<file path="src/rtl/fsm_lab_pkg.sv">
// Shared definitions for the FSM lab: run-pattern FSM states and run-detector constants.
package fsm_lab_pkg;

  typedef enum logic {
    ST_IDLE = 1'b0,
    ST_RUN  = 1'b1
  } state_t;

  localparam int RUN_CNT_W = 3;
  localparam logic [RUN_CNT_W-1:0] RUN_THRESH = 3'd4;

  // Saturating increment so that long runs never wrap the counter.
  function automatic logic [RUN_CNT_W-1:0] run_len_inc(input logic [RUN_CNT_W-1:0] n);
    return (n >= RUN_THRESH) ? RUN_THRESH : n + 3'd1;
  endfunction

endpackage

</file>
<file path="src/rtl/run_model.sv">
// Moore model of the four-in-a-row run detector; counts consecutive equal sampled bits.
module run_model
  import fsm_lab_pkg::*;
(
  input  logic clk,
  input  logic Reset,
  input  logic bit_in,
  output logic det
);

  logic [RUN_CNT_W-1:0] run_len;
  logic                 run_bit;

  always_ff @(posedge clk or posedge Reset) begin
    if (Reset) begin
      run_len <= '0;
      run_bit <= 1'b0;
    end else if ((run_len == '0) || (bit_in != run_bit)) begin
      run_len <= 3'd1;
      run_bit <= bit_in;
    end else begin
      run_len <= run_len_inc(run_len);
    end
  end

  assign det = (run_len == RUN_THRESH);

endmodule

</file>
<file path="src/rtl/run_pattern_gen.sv">
// Serial run-pattern transmitter: emits (bit, length) runs one bit per clock and
// predicts the downstream run detector's output for the same cycle.
module run_pattern_gen
  import fsm_lab_pkg::*;
#(
  parameter int LEN_W = 4
) (
  input  logic             clk,
  input  logic             Reset,
  input  logic             cmd_valid,
  output logic             cmd_ready,
  input  logic             cmd_bit,
  input  logic [LEN_W-1:0] cmd_len,
  output logic             out,
  output logic             out_valid,
  output logic             busy,
  output logic             exp_det
);

  state_t           state, state_nxt;
  logic [LEN_W-1:0] remaining, remaining_nxt;
  logic             out_nxt, out_valid_nxt;
  logic             last;
  logic             load;

  // Ready in the final bit cycle lets a new run follow with no gap bit.
  assign last      = (remaining == LEN_W'(1));
  assign cmd_ready = (state == ST_IDLE) || last;
  assign load      = cmd_valid && cmd_ready && (cmd_len != '0);
  assign busy      = (state == ST_RUN);

  always_comb begin
    state_nxt     = state;
    remaining_nxt = remaining;
    out_nxt       = out;
    out_valid_nxt = out_valid;
    if (load) begin
      state_nxt     = ST_RUN;
      remaining_nxt = cmd_len;
      out_nxt       = cmd_bit;
      out_valid_nxt = 1'b1;
    end else if (state == ST_RUN) begin
      if (last) begin
        state_nxt     = ST_IDLE;
        remaining_nxt = '0;
        out_valid_nxt = 1'b0;
      end else begin
        remaining_nxt = remaining - LEN_W'(1);
      end
    end
  end

  always_ff @(posedge clk or posedge Reset) begin
    if (Reset) begin
      state     <= ST_IDLE;
      remaining <= '0;
      out       <= 1'b0;
      out_valid <= 1'b0;
    end else begin
      state     <= state_nxt;
      remaining <= remaining_nxt;
      out       <= out_nxt;
      out_valid <= out_valid_nxt;
    end
  end

  run_model u_model (
    .clk   (clk),
    .Reset (Reset),
    .bit_in(out),
    .det   (exp_det)
  );

endmodule

</file>
<file path="config.mk">
export PLATFORM = sky130hd
export DESIGN_NAME = run_pattern_gen
export DESIGN_NICKNAME = d
export VERILOG_FILES = /design/src/rtl/fsm_lab_pkg.sv /design/src/rtl/run_model.sv /design/src/rtl/run_pattern_gen.sv
export SDC_FILE = /design/constraint.sdc
export NUM_CORES = 1
export LEC_CHECK = 0
export CORE_MARGIN = 1
export CORE_UTILIZATION = 48
export DETAILED_ROUTE_END_ITERATION = 12
export MAX_ROUTING_LAYER = met4
export PLACE_DENSITY = 0.75
export SLEW_MARGIN = 20
export SYNTH_ARGS = -nofsm -noshare
export SYNTH_HDL_FRONTEND = slang
export SYNTH_SLANG_ARGS = --single-unit
</file>
<file path="constraint.sdc">
create_clock -name clk -period 2.3 [get_ports clk]
set_input_delay 0.345 -clock clk [delete_from_list [all_inputs] [get_ports clk]]
set_output_delay 0.345 -clock clk [all_outputs]
set_load 0.1 [all_outputs]
</file>
==> metrics.txt <==
synth top area cells=dfrtp_1 41%, ha_1 7.5%, o41ai_4 4.1%; Pleak=0.381 nW; GR peak layer=met2; maximum VDD drop=1.41 mV; Top Family by Delay on Critical Path=simple AND/OR/NAND/NOR gates; Synth Warn #=0; Hold WC Path Type=in2async; H-tree levels=1; Unique masters post-synth=33; # DRC=0; Post CTS Setup Buffer Count=0; maximum clock rate=459 MHz; slowest CP cell=or3b_1; CTS tree=built; synthesis-to-layout area growth=22.8%; vias in the first global route=488; layout cell share with drive strength beyond 1=0.177; predominant post-synthesis flop cell=dfrtp_1; Critical Path End=cmd_ready; Reg clk slew, reported paths=0.08 ns; largest net degree at the start of global routing=15; Setup crit start=remaining[1]$_DFFE_PP0P_; DR iter-0 viols=0; grt met1 use=0.257; fin crit share=0.947; reg2reg path depth=5; Placeable Area=roughly 1300 µm²; relative slew slack=0.689; final WL=between 1000 and 1500 µm; RSZ-0062 raised after global routing=no; final hold viol count=0; register area share after synthesis=0.414; CTS resizes=0; Mapped Avg Cell Area=just over 10 µm²; flops & latches, synth=11; port bufs=12; top-area cell type share of the netlist area=0.414; routed length per instance=13.4 µm; post-layout net count=92; die area=around 1500 µm²; DRT Pass-1 Iters=1; commonest non-fill, non-tap cell in the layout=dfrtp_1; commonest cells after routing, fill and taps aside=11 x dfrtp_1, 7 x nand2_1, 7 x clkdlybuf4s50_1; Initial Util=0.511; mapped cell area=between 600 and 700 µm²; total power=between 0.001 and 0.0015 W; area leader, netlist=dfrtp_1; CTS Sinks=11; Top Ports=13; CP Launch Type=register; Worst EP required=1.96 ns; initial antenna violation count=0; reg2reg setup slack=slightly below 0.5 ns; clock skew=approximately 0.008 ns; Buffers & Inverters on Critical Path=2; Die Ht=~39 µm; first-pass GRT wire length=2130 µm; Crit path depth=5; Final HPWL DP=959 µm; antenna cells=0; r2r endpoint=out$_DFFE_PP0P_; Clock Latency Late Sink=~0.27 ns; GR Util met2=0.346; drt via density=about 5.5; Num CTS Buffers=3; status=finished, final reports clean; routed via count=between 500 and 600; Critical Path, Cell by Cell=inv_1 -> ha_1 -> or3b_1 -> nand2_1 -> buf_12; # rows=13; MaxCap Viol Count=0; CTS Hold Bufs=0; max-slew violations=0; Syn Inst Count=66; Worst Path Arrival=about 1.8 ns; placer congestion estimate=approximately 0.76; die width=39.2 µm; Async SR Flop Fraction=1.00; M3 GR Usage=0.0520; crit-path max FO=7; synthesized net count=approximately 80; crit end category=primary output; Pwr Density=1580 nW/µm²; crit path kind=reg2out; crit path time final=2.18 ns; FF-to-FF Start=remaining[1]$_DFFE_PP0P_; CTS Buffer Depth=2; total global routing overflow=0; final setup vio count=0; Root Driver=clkbuf_4; setup TNS=0 ns; Final ANT Viol Nets=0; Tot GR Track Use=0.221; max incr delay on CP=about 0.48 ns; Least-Margin Pin Slew=between 0.4 and 0.5 ns; number of synthesized flops with an enable pin=0
-- report_power, final --
group | total, W | switching, W | internal, W
Sequential | 0.000391 | 0.000102 | 0.000289
Clock | 0.000135 | 0.0000673 | 0.0000672
Combinational | 0.000760 | 0.000480 | 0.000280
-- final cells by class --
type | count | area (µm²)
inverters | 6 | 22.5
clock buffers | 4 | 26.3
fillers | 119 | 485
flip-flops and latches | 11 | 275
well taps | 15 | 18.8
multi-input cells | 45 | 345
repair buffers | 13 | 128
-- cell families after synthesis --
group	count (synthesis)	share of synthesized area
XOR/XNOR	1	0.0132
buffers and inverters	10	0.0659
adder cells (fa/ha/maj)	4	0.0753
AO/OA/AOI/OAI	15	0.192
AND/OR/NAND/NOR	21	0.170
flip-flops	11	0.414
multiplexers	4	0.0697
-- per-layer routing --
metal	part of all wire	vias to the layer above
met3	0.027	4
li1	-	262
met4	0.025	0
met1	0.47	242
met2	0.48	7
met5	0	-
-- through the flow --
step | hold slack (ns) | cells | worst slack, ns | util | area (µm²)
after floorplan | 0.197 | 66 | 0.0874 | - | 664
after global placement | 0.431 | 90 | 0.430 | 0.607 | 790
after detailed placement | 0.442 | 90 | 0.407 | 0.607 | 790
after CTS | 0.365 | 94 | 0.128 | 0.627 | 816
after global routing | 0.391 | 94 | 0.0372 | 0.627 | 816
final | 0.356 | 94 | 0.122 | 0.627 | 816
-- synth_stat cells (all sizes together) (2+ instances only) --
cell and count:
ha 4, mux2i 2, clkbuf 3, nand3 3, nand2 7, nor4b 2
inv 6, dfrtp 11, nor2 2, a21oi 5, o211ai 2, a211o 2
mux2 2
-- flip-flops by register name (all words and copies together), names as in the netlist --
| signal | cells |
|---|---|
| busy | 1 |
| out | 1 |
| out_valid | 1 |
| remaining | 4 |
| u_model.run_bit | 1 |
| u_model.run_len | 3 |
-- worst min path at each step --
| stage | slack, ns | startpoint | end |
|---|---|---|---|
| 6_report | 0.36 | Reset | remaining[2]$_DFFE_PP0P_ |
| 5_1_grt | 0.39 | Reset | remaining[2]$_DFFE_PP0P_ |
| 4_1_cts | 0.37 | Reset | remaining[2]$_DFFE_PP0P_ |
| 3_5_place_dp | 0.44 | out$_DFFE_PP0P_ | u_model.run_bit$_DFFE_PP0N_ |
| 3_3_place_gp | 0.43 | out$_DFFE_PP0P_ | u_model.run_bit$_DFFE_PP0N_ |
| 2_1_floorplan | 0.20 | Reset | busy$_DFF_PP0_ |
Note: power is estimated with default switching activity, not from simulation.
==> patch 1: new RTL, same settings <==
The parameter `LEN_W` goes from 4 to 8.
--- a/src/rtl/run_pattern_gen.sv
+++ b/src/rtl/run_pattern_gen.sv
@@ -5,3 +5,3 @@
 #(
-  parameter int LEN_W = 4
+  parameter int LEN_W = 8
 ) (
Ports: changed (resized cmd_len); port bits go from 13 to 17. No check against the original RTL was run, so the function may have changed too.
==> patch 1 against the original RTL <==
Wire length grew 48%. Synthesized cell count grew 47%. Global-route usage shrank 0.28 points. Critical path depth increased by 1. Final area is 34% higher. Area after synthesis is 34% higher. Sequential share of layout area grew 0.66 points. Sequential cell count is 4 higher. Total power up 1.5%. Core utilization grew 0.71 points. Worst setup slack better by 37 ps. Register-to-register slack got worse by 120 ps.
==> patch 1: results (changes against the original RTL) <==
Outcome
  • Status: completed (unchanged)

Placed design
  • Setup WS pre-CTS: 80.7 ps (was 407 ps)
  • Cell Count Post-Placement: 134 (was 90)
  • GP Congestion: 0.864 (was 0.759)
  • DPL Wire Length: 1400 um (was 959 um)
  • IO Port Bufs: 16 (was 12)

Finish
  • Top Registers: remaining x8, u_model.run_len x3 (was remaining x4, u_model.run_len x3)
  • # fillers: 135 (was 119)
  • Share of cells above drive strength 1: 16.8% (was 17.7%)
  • Final cell count without fillers: 138 (was 94)
  • Footprint of the multi-input gates: 458 um2 (was 345 um2)

Global route
  • Total track usage: 21.8% (was 22.1%)
  • Global-route wire length before repair: 3170 um (was 2130 um)
  • GRT met2 Usage: 31.3% (was 34.6%)
  • Vias in the first global route: 726 (was 488)
  • Met3 Usage GRT: 3.20% (was 5.20%)
  • Largest net degree at the start of global routing: 16 (was 15)
  • GRT met1 Usage: 30.7% (was 25.7%)

Route
  • Starting DRT DRC Count: 20 (was 0)
  • Drt first pass iters: 4 (was 1)
  • WL/cell: 13.5 um (was 13.4 um)
  • Vias per cell: 5.64 (was 5.48)

Setup path
  • Crit path DAT: 1800 ps (was 1830 ps)
  • Crit-path max FO: 7 (unchanged)
  • Slowest stage delay, CP: 400 ps (was 480 ps)
  • Slowest CP cell: dfrtp_1 (was or3b_1)
  • Reg-to-reg endpoint: remaining[2] (was out)
  • FF-to-FF setup slack: 370 ps (was 490 ps)
  • Critical path's top delay family: buffers and inverters (was simple AND/OR/NAND/NOR gates)
  • Worst r2r src: remaining[0] (was remaining[1])

Power
  • Leakage: 0.000486 uW (was 0.000381 uW)
  • Overall power: 1300 uW (was 1290 uW)
  • Logic pwr share: 50.4% (was 59.1%)
  • Max VDD drop: 0.515 mV (was 1.41 mV)
  • Internal power: 717 uW (was 636 uW)
  • Clk pwr share: 11.8% (was 10.5%)

Synthesis
  • Synth Instances: 97 (was 66)
  • Top cells by area, synth: dfrtp_1 (42%), ha_1 (5.6%), inv_1 (3.8%) (was dfrtp_1 (41%), ha_1 (7.5%), o41ai_4 (4.1%))
  • Syn nets: 113 (was 78)
  • Synthesis Warnings: 0 (unchanged)
  • Commonest cells post-synth: dfrtp_1 (15), inv_1 (9), nor2_1 (9) (was dfrtp_1 (11), nand2_1 (7), inv_1 (6))
  • FFs w/ async S/R, synth: 100% (unchanged)
  • Count of cell types in the netlist: 41 (was 33)
  • Sequential share of the synthesized area: 42.1% (was 41.4%)

Timing
  • Hold_ws: 405 ps (was 356 ps)
  • Worst Skew: 2.91 ps (was 8.02 ps)
  • Slew @ Worst Pin: 577 ps (was 467 ps)

Clock tree
  • Clock-pin transition on the worst setup and hold timing paths: 100 ps (was 80 ps)
patch 1: cell count changes in the layout (fill, tap and decap cells not counted), moves of 2 or more:
cell / before / now
nor2_1: 2 / 9
clkdlybuf4s50_1: 7 / 11
dfrtp_1: 11 / 14
inv_1: 6 / 9
o21ai_0: 1 / 4
a32oi_1: 0 / 2
mux2_2: 0 / 2
nor3_1: 1 / 3
o21ai_1: 0 / 2
o22ai_1: 0 / 2
or4_1: 0 / 2
patch 1: worst max-delay path by stage:
stage                         to  slack (ps)  depth (start not counted)    startpoint
global route           cmd_ready          50                          6  remaining[1]
finish                 cmd_ready         160                          6  remaining[1]
detailed placement           out          80                          5    cmd_len[5]
CTS                    cmd_ready          20                          6  remaining[1]
floorplan           remaining[2]         130                          6          busy
global placement             out          90                          5    cmd_len[4]
patch 1: what timing repair did:
| action | in CTS | in global routing |
|---|---|---|
| hold buffers | 0 | 0 |
| setup endpoints to repair | 0 | 1 |
| gates resized for setup | 0 | 2 |
patch 1: final cells by class:
| type | instances | area share, % |
|---|---|---|
| multi-input combinational | 68 | 41.8 |
| sequential | 15 | 34.4 |
| timing repair buffer | 17 | 15.3 |
| inverter | 9 | 3.09 |
| tap | 25 | 2.86 |
| clock buffer | 3 | 2.06 |
| clock inverter | 1 | 0.457 |
patch 1: per-layer routing:
metal	vias up	share of wire [%]
met2	26	45
met4	0	1.3
met3	4	5.3
met1	372	49
met5	-	0
li1	377	-
patch 1: cell families after synthesis:
family,synth area share [%]
xor gates and xnor gates,0.982
buffers and inverters,6.87
adders and majority gates,5.61
muxes,3.65
DFF,42.1
AOI/OAI and AO/OA,20.1
and+or+nand+nor,20.8
==> patch 2: new RTL, same settings <==
Made on the original files. Make the reset (`Reset`) synchronous in 2 clocked blocks.
--- a/src/rtl/run_model.sv
+++ b/src/rtl/run_model.sv
@@ -13,3 +13,3 @@
 
-  always_ff @(posedge clk or posedge Reset) begin
+  always_ff @(posedge clk) begin
     if (Reset) begin
--- a/src/rtl/run_pattern_gen.sv
+++ b/src/rtl/run_pattern_gen.sv
@@ -52,3 +52,3 @@
 
-  always_ff @(posedge clk or posedge Reset) begin
+  always_ff @(posedge clk) begin
     if (Reset) begin
Function: differs if Reset is asserted again (counterexample within 4 cycles, from zero or initial values and one cycle with Reset high); with Reset held inactive, the same outputs for 10 cycles.
==> patch 2 against the original RTL <==
Final area fell by 4.0%. Area after synthesis fell by 4.1%. Sequential cell count did not move. Worst setup slack improved by 130 ps. Wire length fell by 3.2%. Maximum frequency rose by 6.1%. Register-to-register slack improved by 140 ps. Via count rose by 7.2%. Critical endpoint unchanged. Largest cell class unchanged.
Power is not compared: it rests on default switching activity, and its combinational part moved more than twofold at a synthesized area within 25%.
==> patch 2: results (changes against the original RTL) <==
Outcome
  • Status: completed (unchanged)

Synthesis
  • Commonest cells post-synth: dfxtp_1 (11), nor2_1 (8), inv_1 (7) (was dfrtp_1 (11), nand2_1 (7), inv_1 (6))
  • Top cells by area, synth: dfxtp_1 (35%), ha_1 (7.9%), nor2_1 (4.7%) (was dfrtp_1 (41%), ha_1 (7.5%), o41ai_4 (4.1%))
  • Compound-Gate Fraction of Synth Area: 25.9% (was 19.2%)
  • Mux contribution to synthesized area: 3.34% (was 6.97%)
  • Synth Area in Adders: 7.86% (was 7.53%)
  • FFs w/ async S/R, synth: 0% (was 100%)
  • Ys flop type: dfxtp_1 (was dfrtp_1)
  • Sequential share of the synthesized area: 34.6% (was 41.4%)
  • XOR/XNOR Fraction of Synth Area: 2.75% (was 1.32%)
  • Syn nets: 83 (was 78)

Route
  • Vias per cell: 5.63 (was 5.48)
  • Starting DRT DRC Count: 29 (was 0)
  • WL/cell: 12.5 um (was 13.4 um)
  • Met2 WL post-DR: 557 um (was 607 um)
  • Met3 WL: 63 um (was 34 um)
  • Wl on met1: 592 um (was 590 um)
  • Drt first pass iters: 4 (was 1)

Global route
  • GRT met2 Usage: 30.5% (was 34.6%)
  • Global-route wire length before repair: 2040 um (was 2130 um)
  • Met3 Usage GRT: 5.23% (was 5.20%)
  • GRT met1 Usage: 26.6% (was 25.7%)
  • Total track usage: 20.5% (was 22.1%)
  • Largest net degree at the start of global routing: 13 (was 15)
  • Vias in the first global route: 502 (was 488)

Setup path
  • Crit path DAT: 1710 ps (was 1830 ps)
  • Crit-path max FO: 6 (was 7)

Finish
  • Fin nets: 97 (was 92)
  • Most common cell after layout, fill and taps aside: dfxtp_1 (was dfrtp_1)
  • Share of cells above drive strength 1: 16.7% (was 17.7%)
  • Most flops, register: remaining (unchanged)

Timing
  • Worst Skew: 0.459 ps (was 8.02 ps)
  • Slew @ Worst Pin: 523 ps (was 467 ps)

Min path
  • HP Class: reg -> reg (was in -> async)

Placed design
  • DPL Wire Length: 899 um (was 959 um)
  • GP Congestion: 0.763 (was 0.759)

Power
  • Sw Ratio: a little over a third
[patch 2: cell count changes after synthesis, sizes merged, moves of 2 or more]
| cell | delta |
|---|---|
| dfxtp | +11 |
| a221oi | +2 |
| nand3 | -3 |
| o211ai | -2 |
| nor4 | +2 |
| a211o | -2 |
| nor4b | -2 |
| dfrtp | -11 |
| nor2 | +6 |
| nand2 | -3 |
| nor3 | +4 |
[patch 2: through the flow]
step / cell area (um2) / instances / setup slack [ps]
after floorplan: 637 / 71 / 276
after global placement: 756 / 94 / 406
after detailed placement: 756 / 94 / 382
after CTS: 783 / 98 / 255
after global routing: 783 / 98 / 156
final: 783 / 98 / 247
[patch 2: kinds of logic after synthesis]
kind of cell    Yosys count
xor+xnor                  2
compound gates           20
buf+inv                  10
flops                    11
simple gates             22
fa+ha+maj                 4
mux                       2
[patch 2: area by class of cell]
type	instances	area, um2
fillers	105	388
flip-flops and latches	11	220
inverters	7	26.3
well taps	14	17.5
multi-input cells	50	372
repair buffers	12	120
clock inverters	1	5.00
clock buffers	3	22.5
[patch 2: worst paths after layout]
kind	slack (ps)	start	end	cells after the start
worst max-delay path	250	remaining[1]	cmd_ready	5
worst min-delay path	470	u_model.run_len[2]	u_model.run_len[1]	1
worst max register to register	630	remaining[1]	remaining[3]	6
worst min register to register	470	u_model.run_len[2]	u_model.run_len[1]	1
[patch 2: power by group through the flow]
stage	Sequential, uW	Clock, uW	Combinational, uW
3_3_place_gp	231	0	173
2_1_floorplan	256	0	102
5_1_grt	229	147	190
3_5_place_dp	231	0	174
4_1_cts	226	140	176
6_report	227	136	175
[patch 2: worst max-delay path, stage by stage (launching register included)]
cell and delay, ps:
dfxtp_1 330, inv_1 80, ha_1 190, or3b_1 500
nand2_4 160, buf_12 180
